==> src/rtl/uart_rx_param_if.sv <==
// Receive-side handshake bundle: word, status flags and the consumer ready.
// master = receiver driving the word, slave = consumer.
interface uart_rx_param_if #(
    parameter int unsigned DATA_BITS = 8
) ();
    logic [DATA_BITS-1:0] rx_data;
    logic                 rx_valid;
    logic                 rx_ready;
    logic                 parity_err;
    logic                 frame_err;
    logic                 overrun;

    modport master (
        output rx_data,
        output rx_valid,
        output parity_err,
        output frame_err,
        output overrun,
        input  rx_ready
    );

    modport slave (
        input  rx_data,
        input  rx_valid,
        input  parity_err,
        input  frame_err,
        input  overrun,
        output rx_ready
    );
endinterface

==> src/rtl/uart_rx_param.sv <==
// Parameterised UART receiver: 2-flop synchroniser, mid-bit sampling FSM and a
// single-entry valid/ready output register with overrun reporting.
module uart_rx_param #(
    parameter int unsigned CLKS_PER_BIT = 10416,
    parameter int unsigned DATA_BITS    = 8,
    parameter int unsigned PARITY_EN    = 0,
    parameter int unsigned PARITY_ODD   = 0,
    parameter int unsigned STOP_BITS    = 1
) (
    input  logic             clk,
    input  logic             rst_n,
    input  logic             rx,
    uart_rx_param_if.master  bus
);
    localparam int unsigned     CntW     = $clog2(CLKS_PER_BIT);
    localparam logic [CntW-1:0] CntLast  = CntW'(CLKS_PER_BIT - 1);
    localparam logic [CntW-1:0] CntHalf  = CntW'(CLKS_PER_BIT / 2 - 1);
    localparam logic [CntW-1:0] CntOne   = CntW'(1);
    localparam logic [3:0]      DataLast = 4'(DATA_BITS - 1);
    localparam logic [3:0]      StopLast = 4'(STOP_BITS - 1);
    localparam logic            ParOn    = (PARITY_EN != 0);
    localparam logic            ParOdd   = (PARITY_ODD != 0);

    typedef enum logic [2:0] {
        StIdle, StStart, StData, StParity, StStop, StBreakWait
    } state_e;

    state_e               state_q, state_d;
    logic [CntW-1:0]      cnt_q, cnt_d;
    logic [3:0]           bit_q, bit_d;
    logic [DATA_BITS-1:0] shift_q, shift_d;
    logic                 perr_q, perr_d;
    logic                 ferr_q, ferr_d;
    logic                 rx_meta_q, rx_sync_q;
    logic [DATA_BITS-1:0] data_q, data_d;
    logic                 valid_q, valid_d;
    logic                 pe_q, pe_d;
    logic                 fe_q, fe_d;
    logic                 ovr_q, ovr_d;

    logic tick, accept, complete, frame_fe;

    always_comb begin
        state_d  = state_q;
        cnt_d    = cnt_q;
        bit_d    = bit_q;
        shift_d  = shift_q;
        perr_d   = perr_q;
        ferr_d   = ferr_q;
        data_d   = data_q;
        valid_d  = valid_q;
        pe_d     = pe_q;
        fe_d     = fe_q;
        ovr_d    = 1'b0;
        complete = 1'b0;
        frame_fe = ferr_q;
        tick     = (cnt_q == CntLast);
        accept   = valid_q & bus.rx_ready;

        unique case (state_q)
            StIdle: begin
                if (!rx_sync_q) begin
                    state_d = StStart;
                    cnt_d   = '0;
                    bit_d   = '0;
                end
            end
            StStart: begin
                if (cnt_q == CntHalf) begin
                    cnt_d   = '0;
                    state_d = rx_sync_q ? StIdle : StData;
                end else begin
                    cnt_d = cnt_q + CntOne;
                end
            end
            StData: begin
                if (tick) begin
                    cnt_d   = '0;
                    shift_d = {rx_sync_q, shift_q[DATA_BITS-1:1]};
                    if (bit_q == DataLast) begin
                        bit_d   = '0;
                        perr_d  = 1'b0;
                        ferr_d  = 1'b0;
                        state_d = ParOn ? StParity : StStop;
                    end else begin
                        bit_d = bit_q + 4'd1;
                    end
                end else begin
                    cnt_d = cnt_q + CntOne;
                end
            end
            StParity: begin
                if (tick) begin
                    cnt_d   = '0;
                    perr_d  = ((^shift_q) ^ rx_sync_q) != ParOdd;
                    state_d = StStop;
                end else begin
                    cnt_d = cnt_q + CntOne;
                end
            end
            StStop: begin
                if (tick) begin
                    cnt_d    = '0;
                    frame_fe = ferr_q | ~rx_sync_q;
                    ferr_d   = frame_fe;
                    if (bit_q == StopLast) begin
                        bit_d    = '0;
                        complete = 1'b1;
                        state_d  = frame_fe ? StBreakWait : StIdle;
                    end else begin
                        bit_d = bit_q + 4'd1;
                    end
                end else begin
                    cnt_d = cnt_q + CntOne;
                end
            end
            StBreakWait: begin
                // A held-low line must return high before another start is recognised
                if (rx_sync_q) state_d = StIdle;
            end
            default: state_d = StIdle;
        endcase

        if (accept) valid_d = 1'b0;
        if (complete) begin
            if (!valid_q || accept) begin
                data_d  = shift_q;
                pe_d    = perr_q;
                fe_d    = frame_fe;
                valid_d = 1'b1;
            end else begin
                ovr_d = 1'b1;
            end
        end
    end

    always_ff @(posedge clk or negedge rst_n) begin
        if (!rst_n) begin
            state_q   <= StIdle;
            cnt_q     <= '0;
            bit_q     <= '0;
            shift_q   <= '0;
            perr_q    <= 1'b0;
            ferr_q    <= 1'b0;
            rx_meta_q <= 1'b1;
            rx_sync_q <= 1'b1;
            data_q    <= '0;
            valid_q   <= 1'b0;
            pe_q      <= 1'b0;
            fe_q      <= 1'b0;
            ovr_q     <= 1'b0;
        end else begin
            state_q   <= state_d;
            cnt_q     <= cnt_d;
            bit_q     <= bit_d;
            shift_q   <= shift_d;
            perr_q    <= perr_d;
            ferr_q    <= ferr_d;
            rx_meta_q <= rx;
            rx_sync_q <= rx_meta_q;
            data_q    <= data_d;
            valid_q   <= valid_d;
            pe_q      <= pe_d;
            fe_q      <= fe_d;
            ovr_q     <= ovr_d;
        end
    end

    assign bus.rx_data    = data_q;
    assign bus.rx_valid   = valid_q;
    assign bus.parity_err = pe_q;
    assign bus.frame_err  = fe_q;
    assign bus.overrun    = ovr_q;
endmodule
==> src/flat_wrapper.sv <==
// flat-port wrapper written by rule: the top's interface ports become plain ports
module uart_rx_param_flat 
#(
    parameter int unsigned CLKS_PER_BIT = 10416,
    parameter int unsigned DATA_BITS    = 8,
    parameter int unsigned PARITY_EN    = 0,
    parameter int unsigned PARITY_ODD   = 0,
    parameter int unsigned STOP_BITS    = 1
)
  (clk, rst_n, rx, bus_rx_data, bus_rx_valid, bus_parity_err, bus_frame_err, bus_overrun, bus_rx_ready);
  uart_rx_param_if #(.DATA_BITS(DATA_BITS)) bus_i ();
  input  logic clk;
  input  logic rst_n;
  input  logic rx;
  output wire logic [$bits(bus_i.rx_data)-1:0] bus_rx_data;
  output wire logic [$bits(bus_i.rx_valid)-1:0] bus_rx_valid;
  output wire logic [$bits(bus_i.parity_err)-1:0] bus_parity_err;
  output wire logic [$bits(bus_i.frame_err)-1:0] bus_frame_err;
  output wire logic [$bits(bus_i.overrun)-1:0] bus_overrun;
  input wire logic [$bits(bus_i.rx_ready)-1:0] bus_rx_ready;
  assign bus_rx_data = bus_i.rx_data;
  assign bus_rx_valid = bus_i.rx_valid;
  assign bus_parity_err = bus_i.parity_err;
  assign bus_frame_err = bus_i.frame_err;
  assign bus_overrun = bus_i.overrun;
  assign bus_i.rx_ready = bus_rx_ready;
  uart_rx_param #(.CLKS_PER_BIT(CLKS_PER_BIT), .DATA_BITS(DATA_BITS), .PARITY_EN(PARITY_EN), .PARITY_ODD(PARITY_ODD), .STOP_BITS(STOP_BITS)) u_core (.clk(clk), .rst_n(rst_n), .rx(rx), .bus(bus_i));
endmodule
==> config.mk <==
export PLATFORM = sky130hd
export DESIGN_NAME = uart_rx_param_flat
export DESIGN_NICKNAME = d
export VERILOG_FILES = /design/src/rtl/uart_rx_param_if.sv /design/src/rtl/uart_rx_param.sv /design/src/flat_wrapper.sv
export SDC_FILE = /design/constraint.sdc
export NUM_CORES = 1
export LEC_CHECK = 0
export BUFFER_PORTS_ARGS = -buffer_cell sky130_fd_sc_hd__buf_4
export CORE_AREA = 4 4 82 84
export CTS_CLUSTER_SIZE = 40
export DETAILED_ROUTE_END_ITERATION = 6
export DIE_AREA = 0 0 86 88
export SLEW_MARGIN = 20
export SYNTH_ARGS = -nofsm -noshare
export SYNTH_HDL_FRONTEND = slang
export SYNTH_SLANG_ARGS = --single-unit
==> constraint.sdc <==
create_clock -name clk -period 3.1 [get_ports clk]
set_input_delay 0.62 -clock clk [delete_from_list [all_inputs] [get_ports clk]]
set_output_delay 0.62 -clock clk [all_outputs]
set_load 0.1 [all_outputs]
# Yosys cells after proc, flatten, opt, wreduce, memory -nomap -nowiden
# Index checks and enable logic that the tools add are counted.
# W data, S select, Z words.
[word_totals]
regBits = 45
latchBits = 0
ram_bits = 0
romBits = 0
input_bits = 4
elab_cells = 88
mem_count = 0
[op_classes]
n_addsub = 2
mul = 0
div = 0
magnitude_cmp = 0
n_eq_ne = 16
shifts = 0
muxes = 36
bitwise = 4
n_reduce_logical = 17
[ops]
columns = ["cell", "n"]
rows = [
  ["$mux W14", 3],
  ["$pmux W14 S3", 1],
  ["$mux W3", 9],
  ["$mux W4", 5],
  ["$pmux W3 S6", 1],
  ["$add A14 B1 Y14 const B", 1],
  ["$eq A14 B13 Y1 const B", 1],
  ["$eq A14 B14 Y1 const B", 1],
  ["$ne A2 B1 Y1 const B", 7],
  ["$mux W1", 13],
  ["$pmux W4 S3", 1],
  ["$reduce_and A4 Y1", 2],
  ["$reduce_and A8 Y1", 1],
  ["$reduce_xor A8 Y1", 1],
  ["$eq A3 B2 Y1 const B", 2],
  ["$eq A3 B3 Y1 const B", 2],
  ["$reduce_and A2 Y1", 3],
  ["$reduce_bool A3 Y1", 2],
  ["$add A4 B1 Y4 const B", 1],
  ["$eq A4 B3 Y1 const B", 1],
  ["$logic_not A4 Y1", 1],
  ["$pmux W1 S2", 2],
  ["$reduce_bool A2 Y1", 2],
  ["$eq A3 B1 Y1 const B", 1],
  ["11 further kinds", 11],
]

# Logic depth before layout (Yosys ltp)
# Gate-level depths: netlist of the first run.
[depth]
ltp_word = 6
mapped_depth = 8
depth_no_buf = 7

# Worst setup path after synthesis of the first run
# Ideal clock, no wire load.
[synth_path]
kind = "reg2reg"
startpoint = "register u_core.cnt_q[0]"
endpoint = "register u_core.state_q[2]"
setup_time_ps = 120
t_arrival_ps = 1904
required_ps = 2980
setup_slack_ps = 1075
path_stages_with_launch = 8
n_path_buf = 1
path_cell_list = "dfrtp_1 > ha_1 > nand4bb_1 > or4_1 > buf_2 > a32oi_2 > a21boi_1 > a41o_1"
[synth_via]
elab_chain_len = 3
elab_cells_between_ends = 7
[synth_lines]
columns = ["element", "line_no", "text"]
rows = [
  ["start, declared", "uart_rx_param.sv:29", "logic [CntW-1:0] cnt_q, cnt_d;"],
  ["start signal, assigned", "uart_rx_param.sv:154", "cnt_q <= cnt_d;"],
  ["$eq A14 B13 Y1 / $eq A14 B14 Y1 (equally long branches)", "uart_rx_param.sv:69, uart_rx_param.sv:57", ""],
  ["$ne A2 B1 Y1 (no source line)", "n/a", ""],
  ["$reduce_and A8 Y1 (no source line) (*)", "n/a", ""],
  ["end signal, assigned", "uart_rx_param.sv:139", "state_q <= StIdle;"],
  ["end signal, assigned", "uart_rx_param.sv:153", "state_q <= state_d;"],
  ["end, declared", "uart_rx_param.sv:28", "state_e state_q, state_d;"],
]
# Mark *: on every way between the ends. The rest lies on a longest branch, timed or not.
# A chain may end at the register's enable or synchronous reset.

# Final worst setup path of the first run
[layout_path]
startpoint = "register u_core.cnt_q[0]"
endpoint = "register u_core.bit_q[0]"
[layout_via]
elab_chain_len = 3
elab_cells_between_ends = 4
[layout_lines]
columns = ["element", "line_no", "text"]
rows = [
  ["$eq A14 B14 Y1 (*)", "uart_rx_param.sv:57", "tick = (cnt_q == CntLast);"],
  ["$ne A2 B1 Y1 (no source line)", "n/a", ""],
  ["$reduce_and A4 Y1 (no source line) (*)", "n/a", ""],
  ["end signal, assigned", "uart_rx_param.sv:155", "bit_q <= bit_d;"],
  ["end, declared", "uart_rx_param.sv:30", "logic [3:0] bit_q, bit_d;"],
]
# Marks and branches as above.

==> results_dict.tcl, run 1 <==
set metrics [dict create \
    globalRoute.totalOverflow 0 \
    antenna_found_initial 0 \
    n_antenna_cell 0 \
    synthXorXnorAreaFrac_pct 3.38 \
    cts.htree.levels 2 \
    cts_root_buffer "clkbuf_8" \
    synth-edff-count 0 \
    cts.sinks 45 \
    drtIter0Drc 225 \
    hold_violations 0 \
    start_util_pct 39.3 \
    worstPathMaxFanout 6 \
    area_growth_pct 12.8 \
    synth_compound_area_share_pct 15.0 \
    cp.required_ns 3.29 \
    cts_resized 0 \
    period_needed_ns 2.31 \
    end_kind "flip-flop" \
    grt_max_degree 46 \
    drive_gt1_share_pct 18.1 \
    leakagePower_nw 1.25 \
    die_w_um 86 \
    place_area_um2 2520 \
    post-synth-top-count-cell "dfrtp_1" \
    fmax_mhz 432 \
    setup_tns_ns 0 \
    synthMuxAreaShare_pct 9.99 \
    tightest_slew_ns 0.735 \
    gp_congestion 0.806 \
    crit_arrival_ns 2.51 \
    peakVddDrop_mv 0.218 \
    via_per_inst 5.46 \
    synth_top_family_by_area "simple AND/OR/NAND/NOR gates" \
    synth_area_leaders "dfrtp_1 (46%), mux2_1 (4.4%), mux2_2 (4.4%), nand2_1 (3.5%), a31oi_1 (2.7%)" \
    portBuffers 15 \
    stdcell_area_um2 2630 \
    synth_top_area_share_pct 46.2 \
    worstSetupStartpointType "flip-flop" \
    routed_wl_um 4460 \
    clk_pin_slew_ns 0.09 \
    hold_buffers 0 \
    drv_cap 0 \
    synth-adder-area-share_pct 1.61 \
    die_y_um 88 \
    clock_latency_ns 0.30 \
    syn_area_um2 2330 \
    wl_per_cell_um 14.2 \
    synth_cells 222 \
    fin_nets 244 \
    async_flop_share_pct 100 \
    synth_cell_types 49 \
    drtPass1Iterations 4 \
    synth_common_cells "dfrtp_1 (43), nand2_1 (22), nor2_1 (12)" \
    grt_pass1_vias 1688 \
    drv_slew 0 \
    grt_pass1_wl_um 7700 \
    syn_nets 229 \
    yosys_warnings 0 \
    status "completed" \
    ys_ff_latch 45 \
    p_per_area_nw_per_um2 401 \
    rsz0062_at_grt "false" \
    io_pins 16 \
    dp_cells 305 \
    fin_crit_sh_pct 74.6 \
    synth-main-ff-cell "dfrtp_1" \
    drc 0 \
    synthSimpleGateAreaFrac_pct 19.3 \
    placement_rows 28 \
    tritoncts "yes" \
    clockBufferDepth 2 \
    dieArea_um2 7570 \
    fin_skew_ns 0.0110 \
    place_hpwl_um 3010 \
    hold_class "primary input to async pin" \
    critPathKind "flip-flop to flip-flop" \
    grt_usage_pct 12.6 \
    vias 1709 \
    slew_headroom_pct 50.5 \
    finalSetupViolations 0 \
    cts_setup_buffers 0 \
    total_power_mw 1.05 \
    core_area_um2 5920 \
    ys_seq_area_share_pct 48.4 \
    syn_avg_cell_area_um2 10.5 \
    synth_area_leader_cell "dfrtp_1" \
    postRouteAntennaNets 0 \
    numCtsBuffers 5 \
    fin_util_pct 44.4 \
    final_cells 313 \
]
[path summary, 6_finish.rpt]
path / startpoint / to / slack [ns] / cells past startpoint
max in group asynchronous: rst_n / u_core.rx_sync_q / 2.40 / 1
setup reg to reg: u_core.cnt_q[0] / u_core.bit_q[0] / 0.79 / 6
hold reg to reg: u_core.rx_meta_q / u_core.rx_sync_q / 0.37 / 0
setup / recovery: u_core.cnt_q[0] / u_core.bit_q[0] / 0.79 / 6
hold / removal: rst_n / u_core.bus.rx_data[3] / 0.31 / 1
min in group clk: u_core.rx_meta_q / u_core.rx_sync_q / 0.37 / 0
[logic make-up (layout without fill, tap and decap cells)]
group,count (synthesis),in the layout
compound gates,51,51
xor+xnor,9,9
fa+ha+maj,3,3
buf+inv,13,29
flops,45,45
mux,21,21
simple gates,80,80
[critical path: stages, from the launching register on]
cell	delay (ns)
dfrtp_1	0.41
ha_1	0.25
nand4bb_1	0.24
nor4_4	0.48
o21ai_1	0.15
a21oi_2	0.31
mux2_2	0.37
[power by group]
group | switching, mW | internal [mW] | total [mW]
clock | 0.204 | 0.242 | 0.446
sequential | 0.00241 | 0.589 | 0.591
combinational | 0.0123 | 0.00435 | 0.0166
[cell usage in the layout, fill, tap and decap left out, types with 3 or more instances in the layout]
| master | instances |
|---|---|
| xor2_1 | 3 |
| a31oi_1 | 10 |
| inv_1 | 3 |
| buf_4 | 18 |
| ha_1 | 3 |
| mux2_2 | 9 |
| nor2b_1 | 5 |
| nor3b_1 | 3 |
| nand2b_1 | 5 |
| nand3_1 | 7 |
| xnor2_1 | 6 |
| and3_1 | 5 |
| dfrtp_1 | 43 |
| nand4_1 | 4 |
| nand2_1 | 22 |
| a22o_1 | 3 |
| nor3_1 | 3 |
| o21ai_1 | 5 |
| a21oi_1 | 9 |
| o21ai_0 | 8 |
| nor2_1 | 12 |
| mux2i_1 | 3 |
| clkbuf_8 | 5 |
| mux2_1 | 9 |
[sequential cells by signal, indices dropped and copies added (netlist names)]
name / flops
u_core.bus.parity_err: 1
u_core.bit_q: 4
u_core.rx_meta_q: 1
u_core.state_q: 3
u_core.cnt_q: 14
u_core.bus.rx_data: 8
u_core.bus.rx_valid: 1
u_core.rx_sync_q: 1
u_core.ferr_q: 1
u_core.perr_q: 1
u_core.bus.frame_err: 1
u_core.bus.overrun: 1
u_core.shift_q: 8
[area by class of cell]
| cell class | count | area (um^2) |
|---|---|---|
| Tap cell | 75 | 93.8 |
| Timing Repair Buffer | 18 | 135 |
| Sequential cell | 45 | 1130 |
| Inverter | 3 | 11.3 |
| Clock inverter | 2 | 38.8 |
| Fill cell | 556 | 3290 |
| Clock buffer | 6 | 72.6 |
| Multi-Input combinational cell | 164 | 1150 |
[through the flow]
stage          hold WS, ns  setup slack (ns)
6_report             0.305             0.787
5_1_grt              0.354             0.638
4_1_cts              0.332             0.808
3_5_place_dp         0.358             0.821
3_3_place_gp         0.354             0.838
2_1_floorplan        0.324              1.08
[routing by layer]
metal	GRT usage, %	share of wire, %
met5	0	0
met4	3.88	0.54
met3	2.73	4.2
met2	21.2	46
met1	16.4	49
Power figures use the tool's default switching activity.
==> run 2: changes to the inputs <==
--- a/config.mk
+++ b/config.mk
@@ -5,11 +5,12 @@
 export SDC_FILE = /design/constraint.sdc
 export NUM_CORES = 1
 export LEC_CHECK = 0
+export ABC_AREA = 1
 export BUFFER_PORTS_ARGS = -buffer_cell sky130_fd_sc_hd__buf_4
-export CORE_AREA = 4 4 82 84
+export CORE_AREA = 4 4 87 89
 export CTS_CLUSTER_SIZE = 40
 export DETAILED_ROUTE_END_ITERATION = 6
-export DIE_AREA = 0 0 86 88
+export DIE_AREA = 0 0 91 93
 export SLEW_MARGIN = 20
 export SYNTH_ARGS = -nofsm -noshare
 export SYNTH_HDL_FRONTEND = slang
==> constraint.sdc (replaced) <==
create_clock -name clk -period 2.2 [get_ports clk]
set_input_delay 0.44 -clock clk [delete_from_list [all_inputs] [get_ports clk]]
set_output_delay 0.44 -clock clk [all_outputs]
set_load 0.1 [all_outputs]
==> run 2 against run 1 <==
  * Die area up 12%
  * Final area up 13%
  * Via count rose by 38%
  * Maximum frequency grew 25%
  * Final cell count grew 53%
  * Routed wire length is 30% higher
  * Area after synthesis increased by 15%
  * Combinational power grew 28%
  * Core utilization is 0.51 points lower
  * Synthesized cell count increased by 71%
  * Largest cell class unchanged
==> results_dict.tcl, run 2 <==
set metrics [dict create \
    synth_common_cells "nand2_1 (134), dfrtp_1 (43), inv_1 (36)" \
    synth_cells 380 \
    top_register "u_core.cnt_q" \
    cts_root_buffer "clkbuf_8" \
    drv_slew 0 \
    wl_per_cell_um 12.1 \
    dieArea_um2 8460 \
    crit_path_start "u_core.cnt_q[1]" \
    n_antenna_cell 0 \
    globalRoute.totalOverflow 0 \
    end_kind "flip-flop" \
    setup_tns_ns 0 \
    tritoncts "yes" \
    worstSetupStartpointType "flip-flop" \
    largest_reg_flops 14 \
    grt_pass1_vias 2366 \
    die_y_um 93 \
    io_pins 16 \
    synth_cell_types 27 \
    synth-main-ff-cell "dfrtp_1" \
    tightest_slew_ns 0.570 \
    grt_max_degree 46 \
    pre_cts_ws_ns 0.352 \
    clock_latency_ns 0.30 \
    ys_seq_area_share_pct 42.1 \
    start_util_pct 39.6 \
    fin_skew_ns 0.00692 \
    syn_area_um2 2680 \
    drive_gt1_share_pct 12.3 \
    syn_nets 387 \
    nFillCells 708 \
    vias 2365 \
    layout_setup_ws_ns 0.356 \
    grtUsageMet2_pct 24.6 \
    fin_nets 406 \
    ys_ff_latch 45 \
    antenna_found_initial 0 \
    cts.htree.levels 2 \
    status "completed" \
    synth_top_area_share_pct 40.2 \
    cp.required_ns 2.45 \
    fin_crit_sh_pct 83.8 \
    total_power_mw 1.39 \
    peakVddDrop_mv 0.247 \
    r2r_slack_ns 0.36 \
    drtPass1Iterations 5 \
    grt_pass1_wl_um 10600 \
    final_common_cell "nand2_1" \
    critPathKind "flip-flop to flip-flop" \
    routed_wl_um 5790 \
    rsz0062_at_grt "false" \
    r2r-start "u_core.cnt_q[1]" \
    core_area_um2 6760 \
    postRouteAntennaNets 0 \
    drv_cap 0 \
    top_usage_layer "met2" \
    grt_usage_pct 15.2 \
    synth-edff-count 0 \
    drtIter0Drc 135 \
    slew_headroom_pct 62.0 \
    use_met1_pct 20.6 \
    fmax_mhz 542 \
    period_needed_ns 1.84 \
    leakagePower_nw 1.52 \
    die_w_um 91 \
    crit_arrival_ns 2.09 \
    worstPathMaxFanout 13 \
    hold_buffers 0 \
    async_flop_share_pct 100 \
    hold_class "primary input to async pin" \
    clockBufferDepth 2 \
    hold_violations 0 \
    layout_common_cells "nand2_1 (134), dfrtp_1 (43), inv_1 (36), nor2_1 (35), nand3_1 (29)" \
    regToRegEndpoint "u_core.bus.rx_data[6]" \
    cts_setup_buffers 0 \
    synth_area_leader_cell "dfrtp_1" \
    cts.sinks 45 \
    place_hpwl_um 4330 \
    yosys_warnings 0 \
    drc 0 \
    cp-endpoint "u_core.bus.rx_data[6]" \
    clk_pin_slew_ns 0.09 \
    syn_avg_cell_area_um2 7.05 \
    placement_rows 30 \
    cts_resized 0 \
    grt_util_met3_pct 2.82 \
    area_growth_pct 10.7 \
    gp_congestion 0.868 \
    post-synth-top-count-cell "nand2_1" \
    via_per_inst 4.93 \
    portBuffers 15 \
    rr_worst_depth 11 \
    numCtsBuffers 5 \
    synth_area_leaders "dfrtp_1 (40%), nand2_1 (19%), nand3_1 (5.4%), inv_1 (5.0%), nor2_1 (4.9%)" \
    finalSetupViolations 0 \
    p_per_area_nw_per_um2 468 \
]
run 2: cell types whose count changed after synthesis, sizes merged, moves of 9 or more:
cell | previous run | this run
a31oi | 10 | 0
inv | 3 | 45
mux2 | 18 | 0
nand2 | 22 | 136
nand3 | 7 | 30
nor2 | 12 | 43
nor3 | 3 | 12
o21ai | 13 | 35
run 2: cell families (layout without fill, tap and decap cells):
logic type | after synthesis | in the layout | share of synthesized area (%)
and+or+nand+nor | 229 | 229 | 37.5
buffers and inverters | 51 | 71 | 7.85
AOI/OAI and AO/OA | 45 | 45 | 8.79
DFF | 45 | 45 | 42.1
xor gates and xnor gates | 7 | 7 | 2.29
adders and majority gates | 3 | 3 | 1.40
run 2: final cells by class:
| class | count | area, um^2 | area share [%] |
|---|---|---|---|
| multi-input combinational | 284 | 1340 | 45.1 |
| sequential | 45 | 1130 | 38.1 |
| inverter | 45 | 169 | 5.70 |
| timing repair buffer | 18 | 135 | 4.56 |
| tap | 80 | 100 | 3.38 |
| clock buffer | 5 | 68.8 | 2.32 |
| clock inverter | 3 | 25.0 | 0.844 |
run 2: where the power goes:
part,switching [mW],internal (mW)
logic,0.0171,0.00406
registers,0.00190,0.830
clock network,0.305,0.230
run 2: worst max-delay path, cell delays in order, from the launching register on:
cell and delay [ns]:
dfrtp_1 0.38, ha_1 0.28, nand2_1 0.12, inv_1 0.07, nand2_1 0.08, inv_2 0.06
nand2_1 0.07, nor2_4 0.15, nand3_4 0.19, nor2_4 0.25, nand2_1 0.08, nand2_1 0.07
run 2: how the worst min path moves through the flow:
stage                     startpoint                 to  slack (ns)
finish                         rst_n   u_core.cnt_q[12]        0.11
global route                   rst_n  u_core.shift_q[4]        0.18
CTS                            rst_n  u_core.shift_q[4]        0.15
detailed placement  u_core.rx_meta_q   u_core.rx_sync_q        0.35
global placement    u_core.rx_meta_q   u_core.rx_sync_q        0.35
floorplan                      rst_n    u_core.bit_q[0]        0.14
run 2: metrics by stage:
stage	instances	hold slack, ns	instance area, um^2	utilization (%)
2_1_floorplan	380	0.144	2680	-
3_3_place_gp	472	0.346	2870	42.5
3_5_place_dp	472	0.347	2870	42.5
4_1_cts	480	0.152	2970	43.9
5_1_grt	480	0.180	2970	43.9
6_report	480	0.112	2970	43.9
run 2: metal layers:
metal,vias to the layer above,share of wire [%]
met2,41,44
met4,0,1.1
met5,-,0
met1,1078,50
met3,5,4.2
li1,1241,-
